$ cat src/rtl/roberts_cross_neg_stream_if.sv
// Pixel-in / edge-out stream bundle for the Roberts Cross negative-diagonal engine.
// master = pixel source + pixel sink side, slave = the engine.
interface roberts_cross_neg_stream_if;
  logic       in_valid;
  logic       in_ready;
  logic [7:0] in_pixel;
  logic       out_valid;
  logic       out_ready;
  logic [7:0] out_pixel;
  logic       out_eol;
  logic       frame_done;

  modport master (
    output in_valid, in_pixel, out_ready,
    input  in_ready, out_valid, out_pixel, out_eol, frame_done
  );

  modport slave (
    input  in_valid, in_pixel, out_ready,
    output in_ready, out_valid, out_pixel, out_eol, frame_done
  );
endinterface

$ cat src/rtl/roberts_cross_neg_stream.sv
// Streaming Roberts Cross negative-diagonal edge magnitude, |p(i,j+1) - p(i+1,j)|, zero on borders.
// Latency 1 cycle from accepting p(r,j) to out(r-1,j); in_ready falls combinationally with out_ready when the output register is full.
module roberts_cross_neg_stream #(
  parameter int ROWS = 242,
  parameter int COLS = 247
) (
  input logic                       clk,
  input logic                       rst_n,
  roberts_cross_neg_stream_if.slave s
);

  localparam int CW = (COLS > 2) ? $clog2(COLS) : 1;
  localparam int RW = (ROWS > 2) ? $clog2(ROWS) : 1;
  localparam logic [CW-1:0] LAST_COL = CW'(COLS - 1);
  localparam logic [RW-1:0] LAST_ROW = RW'(ROWS - 1);

  typedef enum logic [1:0] {FILL, STREAM, FLUSH, DRAIN} state_t;

  state_t          state_q;
  logic [CW-1:0]   ic_q;
  logic [CW-1:0]   fc_q;
  logic [RW-1:0]   ir_q;
  logic [7:0]      lb [COLS];
  logic            out_valid_q;
  logic [7:0]      out_pixel_q;
  logic            out_eol_q;
  logic            frame_done_q;

  logic            load;
  logic            in_rdy;
  logic            in_acc;
  logic            last_col;
  logic            last_row;
  logic            border;
  logic [CW-1:0]   ic_nxt;
  logic [7:0]      up_pix;
  logic signed [8:0] diff;
  logic signed [8:0] mag;
  logic [7:0]      edge_pix;

  always_comb begin
    load   = !out_valid_q || s.out_ready;
    in_rdy = 1'b0;
    case (state_q)
      FILL:    in_rdy = 1'b1;
      STREAM:  in_rdy = load;
      default: in_rdy = 1'b0;
    endcase
    // Hold in_ready low for the whole time reset is asserted.
    in_rdy   = in_rdy && rst_n;
    in_acc   = s.in_valid && in_rdy;
    last_col = (ic_q == LAST_COL);
    last_row = (ir_q == LAST_ROW);
    ic_nxt   = last_col ? '0 : ic_q + 1'b1;
    // lb[j+1] still holds row r-1 because only lb[j] is overwritten by this pixel.
    up_pix   = last_col ? 8'd0 : lb[ic_nxt];
    diff     = $signed({1'b0, up_pix}) - $signed({1'b0, s.in_pixel});
    mag      = (diff < 0) ? -diff : diff;
    edge_pix = mag[7:0];
    border   = (ir_q == RW'(1)) || (ic_q == '0) || last_col;
  end

  always_ff @(posedge clk) begin
    if (in_acc) begin
      lb[ic_q] <= s.in_pixel;
    end
  end

  always_ff @(posedge clk or negedge rst_n) begin
    if (!rst_n) begin
      state_q      <= FILL;
      ic_q         <= '0;
      ir_q         <= '0;
      fc_q         <= '0;
      out_valid_q  <= 1'b0;
      out_pixel_q  <= 8'd0;
      out_eol_q    <= 1'b0;
      frame_done_q <= 1'b0;
    end else begin
      frame_done_q <= 1'b0;
      if (s.out_ready) begin
        out_valid_q <= 1'b0;
      end

      case (state_q)
        FILL: begin
          if (in_acc) begin
            ic_q <= ic_nxt;
            if (last_col) begin
              ir_q    <= ir_q + 1'b1;
              state_q <= STREAM;
            end
          end
        end

        STREAM: begin
          if (in_acc) begin
            out_valid_q <= 1'b1;
            out_pixel_q <= border ? 8'd0 : edge_pix;
            out_eol_q   <= last_col;
            ic_q        <= ic_nxt;
            if (last_col) begin
              if (last_row) begin
                ir_q    <= '0;
                state_q <= FLUSH;
              end else begin
                ir_q <= ir_q + 1'b1;
              end
            end
          end
        end

        FLUSH: begin
          // The last output row is entirely border, so it is synthesised without input.
          if (load) begin
            out_valid_q <= 1'b1;
            out_pixel_q <= 8'd0;
            out_eol_q   <= (fc_q == LAST_COL);
            if (fc_q == LAST_COL) begin
              fc_q    <= '0;
              state_q <= DRAIN;
            end else begin
              fc_q <= fc_q + 1'b1;
            end
          end
        end

        default: begin
          if (out_valid_q && s.out_ready) begin
            frame_done_q <= 1'b1;
            ic_q         <= '0;
            ir_q         <= '0;
            fc_q         <= '0;
            state_q      <= FILL;
          end
        end
      endcase
    end
  end

  assign s.in_ready   = in_rdy;
  assign s.out_valid  = out_valid_q;
  assign s.out_pixel  = out_pixel_q;
  assign s.out_eol    = out_eol_q;
  assign s.frame_done = frame_done_q;

endmodule

$ cat src/flat_wrapper.sv
// flat-port wrapper written by rule: the top's interface ports become plain ports
module roberts_cross_neg_stream_flat 
#(
  parameter int ROWS = 242,
  parameter int COLS = 247
)
  (clk, rst_n, s_in_valid, s_in_pixel, s_out_ready, s_in_ready, s_out_valid, s_out_pixel, s_out_eol, s_frame_done);
  roberts_cross_neg_stream_if s_i ();
  input logic clk;
  input logic rst_n;
  input wire logic [$bits(s_i.in_valid)-1:0] s_in_valid;
  input wire logic [$bits(s_i.in_pixel)-1:0] s_in_pixel;
  input wire logic [$bits(s_i.out_ready)-1:0] s_out_ready;
  output wire logic [$bits(s_i.in_ready)-1:0] s_in_ready;
  output wire logic [$bits(s_i.out_valid)-1:0] s_out_valid;
  output wire logic [$bits(s_i.out_pixel)-1:0] s_out_pixel;
  output wire logic [$bits(s_i.out_eol)-1:0] s_out_eol;
  output wire logic [$bits(s_i.frame_done)-1:0] s_frame_done;
  assign s_i.in_valid = s_in_valid;
  assign s_i.in_pixel = s_in_pixel;
  assign s_i.out_ready = s_out_ready;
  assign s_in_ready = s_i.in_ready;
  assign s_out_valid = s_i.out_valid;
  assign s_out_pixel = s_i.out_pixel;
  assign s_out_eol = s_i.out_eol;
  assign s_frame_done = s_i.frame_done;
  roberts_cross_neg_stream #(.ROWS(ROWS), .COLS(COLS)) u_core (.clk(clk), .rst_n(rst_n), .s(s_i));
endmodule
$ cat config.mk
export PLATFORM = sky130hd
export DESIGN_NAME = roberts_cross_neg_stream_flat
export DESIGN_NICKNAME = d
export VERILOG_FILES = /design/src/rtl/roberts_cross_neg_stream_if.sv /design/src/rtl/roberts_cross_neg_stream.sv /design/src/flat_wrapper.sv
export SDC_FILE = /design/constraint.sdc
export NUM_CORES = 2
export LEC_CHECK = 0
export BUFFER_PORTS_ARGS = -buffer_cell sky130_fd_sc_hd__buf_2
export CAP_MARGIN = 20
export CELL_PAD_IN_SITES_DETAIL_PLACEMENT = 0
export CELL_PAD_IN_SITES_GLOBAL_PLACEMENT = 1
export CORE_MARGIN = 3
export CORE_UTILIZATION = 49
export CTS_BUF_LIST = sky130_fd_sc_hd__clkbuf_16
export CTS_CLUSTER_DIAMETER = 120
export CTS_CLUSTER_SIZE = 25
export DETAILED_ROUTE_END_ITERATION = 10
export PLACE_DENSITY = 0.84
export SYNTH_ARGS = -nofsm -noshare
export SYNTH_HDL_FRONTEND = slang
export SYNTH_SLANG_ARGS = --single-unit
$ cat constraint.sdc
create_clock -name clk -period 6.2 [get_ports clk]
set_input_delay 0.93 -clock clk [delete_from_list [all_inputs] [get_ports clk]]
set_output_delay 0.93 -clock clk [all_outputs]
set_load 0.01 [all_outputs]
After elaboration in Yosys (flattened, before gate mapping)
Memories as Yosys holds them, arrays and structs flattened.
Cells that the tools add are included.
{"block": "classes", "n_addsub": 5, "order_cmp": 1, "eq_ne": 14, "n_mux": 40, "n_bitwise": 2, "n_reduce_logical": 21}
{"op": "$mux 8", "count": 15}
{"op": "$pmux 8 s2", "count": 3}
{"op": "$add 8x1->8 const B", "count": 3}
{"op": "$eq 8x8->1 const B", "count": 3}
{"op": "$pmux 8 s3", "count": 1}
{"op": "$mux 2", "count": 8}
{"op": "$ne 2x1->1 const B", "count": 8}
{"op": "$lt 9x1->1 const B", "count": 1}
{"op": "$mux 1", "count": 9}
{"op": "$reduce_and 3->1", "count": 3}
{"op": "$sub 8x8->9", "count": 1}
{"op": "$eq 8x1->1 const B", "count": 1}
{"op": "$logic_not 8->1", "count": 1}
{"op": "$neg 8->8", "count": 1}
{"op": "$reduce_and 8->1", "count": 1}
{"op": "$pmux 1 s2", "count": 3}
{"op": "$pmux 2 s3", "count": 1}
{"op": "$reduce_and 6->1", "count": 1}
{"op": "$reduce_bool 2->1", "count": 3}
{"op": "$reduce_bool 4->1", "count": 1}
{"op": "$logic_and 1x1->1", "count": 3}
{"op": "$logic_or 1x1->1", "count": 3}
{"op": "$reduce_bool 3->1", "count": 1}
{"op": "$reduce_or 3->1", "count": 1}
{"op": "6 further kinds", "count": 7}
{"block": "totals", "regBits": 37, "mem_bits_rw": 1976, "in_bits": 12, "output_inout_bits": 12, "elab_cells": 92, "n_memories": 1}
{"memory": "u_core.lb", "words": 247, "width": 8, "read_ports": 1, "rd_ports_with_merged_regs": 0, "write_ports": 1, "line": "roberts_cross_neg_stream.sv:23", "rtl": "logic [7:0] lb [COLS];"}

Longest topological paths before layout
An unclocked memory read counts as a cell.
{"block": "depth", "word_depth": 10, "depth_mapped": 33, "mapped_depth_nobuf": 23}

Least setup slack after synthesis
Ideal clock, no wire load.
{"block": "synth_timing", "kind": "register to register", "start": "register u_core.ic_q[0]", "end": "register u_core.out_pixel_q[6], in the netlist u_core.s.out_pixel[6]", "setup_time_ns": 0.083, "arrival_time_ns": 5.812, "required_time_ns": 6.117, "setup_slack_ns": 0.305, "path_stages_with_launch": 33, "path_buffers": 10, "synth_period_minus_slack_ns": 5.895, "path_cell_list": "dfrtp_1 -> buf_4 -> inv_1 -> buf_4 -> buf_6 -> buf_4 -> buf_4 -> buf_4 -> ha_1 -> and4b_1 -> buf_4 -> a21oi_4 -> buf_4 -> buf_2 -> buf_2 -> mux4_2 -> a21oi_1 -> nor2_1 -> nor3_1 -> nor3_1 -> o22ai_1 -> ha_1 -> inv_1 -> fa_1 -> a21o_1 -> a21oi_1 -> o21bai_1 -> a21oi_1 -> o21bai_1 -> a21oi_1 -> o21ai_0 -> xor2_1 -> o21ai_0"}
{"block": "synth_between", "elab_chain_len": 10, "elab_cells_between_ends": 15, "classes_between": "3 x add/sub; 1 x order compare; 1 x eq/ne; 6 x mux; 3 x reduce/logical; 1 x memory"}
{"item": "from (decl)", "line": "roberts_cross_neg_stream.sv:20", "rtl": "logic [CW-1:0] ic_q;"}
{"item": "from (signal assigned)", "line": "roberts_cross_neg_stream.sv:88", "rtl": "ic_q <= ic_nxt;"}
{"item": "from (signal assigned)", "line": "roberts_cross_neg_stream.sv:101", "rtl": "ic_q <= ic_nxt;"}
{"item": "$add 8x1->8 or $eq 8x8->1 (tied branches)", "line": "roberts_cross_neg_stream.sv:54, roberts_cross_neg_stream.sv:52"}
{"item": "$mux 8", "line": "roberts_cross_neg_stream.sv:54", "rtl": "ic_nxt = last_col ? '0 : ic_q + 1'b1;"}
{"item": "$mem_v2 247x8"}
{"item": "$mux 8", "line": "roberts_cross_neg_stream.sv:56", "rtl": "up_pix = last_col ? 8'd0 : lb[ic_nxt];"}
{"item": "$sub 8x8->9", "line": "roberts_cross_neg_stream.sv:57", "rtl": "diff = $signed({1'b0, up_pix}) - $signed({1'b0, s.in_pixel});"}
{"item": "$neg 8->8 or $lt 9x1->1 (tied branches)", "line": "roberts_cross_neg_stream.sv:58", "rtl": "mag = (diff < 0) ? -diff : diff;"}
{"item": "$mux 8", "line": "roberts_cross_neg_stream.sv:58"}
{"item": "$mux 8 (*)", "line": "roberts_cross_neg_stream.sv:99", "rtl": "out_pixel_q <= border ? 8'd0 : edge_pix;"}
{"item": "$mux 8 (*)", "line": "roberts_cross_neg_stream.sv:97", "rtl": "if (in_acc) begin"}
{"item": "$pmux 8 s2 (*)", "line": "roberts_cross_neg_stream.sv:85", "rtl": "case (state_q)"}
{"item": "to (signal assigned)", "line": "roberts_cross_neg_stream.sv:99"}
{"item": "to (decl)", "line": "roberts_cross_neg_stream.sv:25", "rtl": "logic [7:0] out_pixel_q;"}
Every way passes the cells marked *; elsewhere a longest branch is shown, timed or not. The select of a mux whose other input is x is not followed.
A chain may end at the register's enable or synchronous reset.

Worst setup path in the final report
Ends and elaborated chain as after synthesis.

==> results.md <==
* Status: finished, final reports clean
* CP bufs+invs at 3
* Crit path depth at 21
* Post-route DRC violation count at 0
* Largest net degree at the start of global routing at 171
* Synth area leader: edfxtp_1
* Commonest non-fill, non-tap cell in the layout: edfxtp_1
* H-tree depth at 3
* Highest metal layer with signal wires: met5
* Initial core utilization at 49.4%
* Drt via density at 6.66
* Vias in the first global route at 47.7k
* Post-DR wirelength/cell at 31.2 um
* Routed WL at 238 mm
* Fin crit period at 6.06 ns
* # IOs at 24
* Setup slack after layout at 0.145 ns
* Routed Antenna Nets at 0
* Final Instance Area at 87800 um2
* Syn Inst Count at 5432
* Critical-path cell list: inv_8 > ha_1 > and4b_1 > nand2_1 > a311oi_4 > buf_4 > nand2_1 > nor3_1 > nor4_4 > a21oi_1 > o22a_1 > ha_1 > a21o_1 > a21o_1 > a21o_1 > a21oi_1 > xnor2_1 > buf_4 > o21ai_0 > xor2_1 > o21ai_0
* F_max at 165 MHz
* Critical path's slowest cell: a311oi_4
* Drt first pass iters at 6
* CORE AREA at 165000 um2
* Yosys top cell area share at 72.6%
* Num Clock Sinks at 2013
* Most frequent cells in the layout: edfxtp_1 (1976), nand2_1 (672), a21oi_1 (337)
* Cell variety after synth at 80
* GRT Util Overall at 27.1%
* Layout cells sized above 1 at 10.7%
* Tot Pwr at 22.0 mW
* Most used DFF post-synth: edfxtp_1
* Hpwl dp at 146 mm
* Worst Setup End Kind: register
* Post-synthesis async set-or-reset flop share at 1.84%
* Dpl cell area at 85200 um2
* R2R cell count at 21
* Mapped cell area at 81700 um2
* Initial antenna violation count at 7
* Non-filler instance count after layout at 7640
* R2R Setup Slk at 0.14 ns
* Mapped Nets at 5467
* Routed vias at 50.9k
* Hold slack at 0.443 ns
* DIE HEIGHT at 414 um
* Period utilisation layout at 97.7%
* Clock Skew at 0.0511 ns
* Routability cong. at 0.955
* Max Cap Viol at 0
* Hold WC Path Type: input pin to register
* Met3 WL post-DR at 31.9 mm
* Worst slew margin at 21.9%
* Final net count at 5457
* Worst EP arrival at 6.70 ns
* Clock Tree Buf Depth at 3
* Crit path top cell by count: a21o_1
* Clock-pin transition on the worst setup and hold timing paths at 0.11 ns
* RR Startpoint: u_core.ic_q[0]
* WP data required at 6.84 ns
* Worst setup path startpoint: u_core.ic_q[0]
* Root Driver: clkbuf_16
* Die Wd at 414 um
* Critical path's top delay family: compound AO/OA/AOI/OAI gates
* Sequential share of the synthesized area at 73.8%
* Final hold vios at 0
* DRT met1 WL at 88.4 mm
* P&R area growth vs syn at 7.49%
* CTS tree: done
* Hold Path Stages at 2
* YS warnings at 0
* Max Slew Vio Count at 0
* I/O Buffers at 23
* CP Max Fanout at 13
* Clk_lat worst skew at 0.76 ns
* Overflow after GRT at 0
* FF+latch count, synth at 2013
* Finish-stage setup viols at 0
* RSZ-0062 raised after global routing: yes
* First-pass GRT wire length at 342 mm
* Crit path kind: register to register
* Reg-to-reg endpoint: u_core.s.out_pixel[6]
* Setup crit end: u_core.s.out_pixel[6]
* Pwr Density at 250 nW/um2
* Dpl cells at 7509
* # rows at 149
* Lkg Pwr at 27.1 nW
* Met2 WL at 106 mm
* Syn Area/Cell at 15.0 um2
* CP peak stage delay at 0.77 ns
* First DRT Iteration DRCs at 8426
* Pre-CTS setup slack at -0.0934 ns
* Slew @ Worst Pin at 1.17 ns
* Synth area leaders: edfxtp_1 (73%), nand2_1 (3.1%), mux2i_1 (2.7%)
* Startpoint Class: register
* EDFF count, synth at 1976
* Clock buffer count from CTS at 90
* DIE AREA at 172000 um2
* Worst VDD drop at 0.212 mV
[registers in the layout, indices dropped and copies added, names as in the netlist]
signal and flops:
u_core.fc_q 8, u_core.ic_q 8, u_core.ir_q 8, u_core.lb 1976, u_core.s.frame_done 1, u_core.s.out_eol 1, u_core.s.out_pixel 8, u_core.s.out_valid 1
u_core.state_q 2
[where the power goes]
group | total, mW | leakage, nW | internal, mW | switching [mW]
Sequential | 14.9 | 18.2 | 14.9 | 0
Combinational | 0.301 | 7.55 | 0.0365 | 0.265
Clock | 6.74 | 1.27 | 2.71 | 4.03
Total | 22.0 | 27.1 | 17.7 | 4.30
[metal layers]
layer / global-route usage (%) / vias up
met4: 11.7 / 10
met3: 6.32 / 573
met5: 0 / -
li1: - / 21060
met1: 38.2 / 25480
met2: 40.5 / 3756
[cell families (layout without fill, tap and decap cells)]
family,after synthesis,count (layout),synth area share (%)
AOI/OAI and AO/OA,1237,1237,10.1
xor gates and xnor gates,24,24,0.308
adders and majority gates,23,23,0.361
buffers and inverters,411,426,2.65
DFF,2013,2013,73.8
muxes,373,373,5.79
other,0,4,0
and+or+nand+nor,1351,1351,7.05
[cells in the mapped netlist (92+ instances only)]
cell type and count:
a31oi_1 99, nand2_1 675, buf_2 193, nand3_1 126, edfxtp_1 1976, mux2i_1 217, nor2_1 337, clkbuf_1 92
a221oi_1 134, a211oi_1 180, a21oi_1 339, o21ai_0 200
[what timing repair did]
action | CTS | global route
pin swaps | 0 | 2
setup buffers | 0 | 6
endpoints found under the hold margin | 4 | 0
endpoints found under the setup margin | 6 | 7
resized for setup | 1 | 10
hold buffers | 1 | 0
[per-stage QoR]
step	util [%]	setup TNS [ns]
after CTS	53.0	0
after global routing	53.1	-0.0395
after detailed placement	51.5	-0.264
after global placement	51.5	-1.21
after floorplan	-	0
final	53.1	0
[worst min-delay path by stage]
stage	from	endpoint	slack, ns
after floorplan	u_core.fc_q[6]	u_core.fc_q[6]	0.45
after global placement	u_core.s.out_pixel[1]	u_core.s.out_pixel[1]	0.47
after detailed placement	u_core.fc_q[6]	u_core.fc_q[6]	0.48
after CTS	s_out_ready	u_core.s.frame_done	0.41
after global routing	s_out_ready	u_core.s.frame_done	0.45
final	s_out_ready	u_core.s.frame_done	0.44
[final cells by class]
class                           instances  area, um2
Fill cell                           13125      77600
Clock buffer                           93       2330
Antenna cell                            4       10.0
Inverter                               24       97.6
Sequential cell                      2013      60300
Timing Repair Buffer                  285       2820
Tap cell                             2189       2740
Clock inverter                         24        108
Multi-Input combinational cell       3008      19400
(Power assumes the default switching activity.)
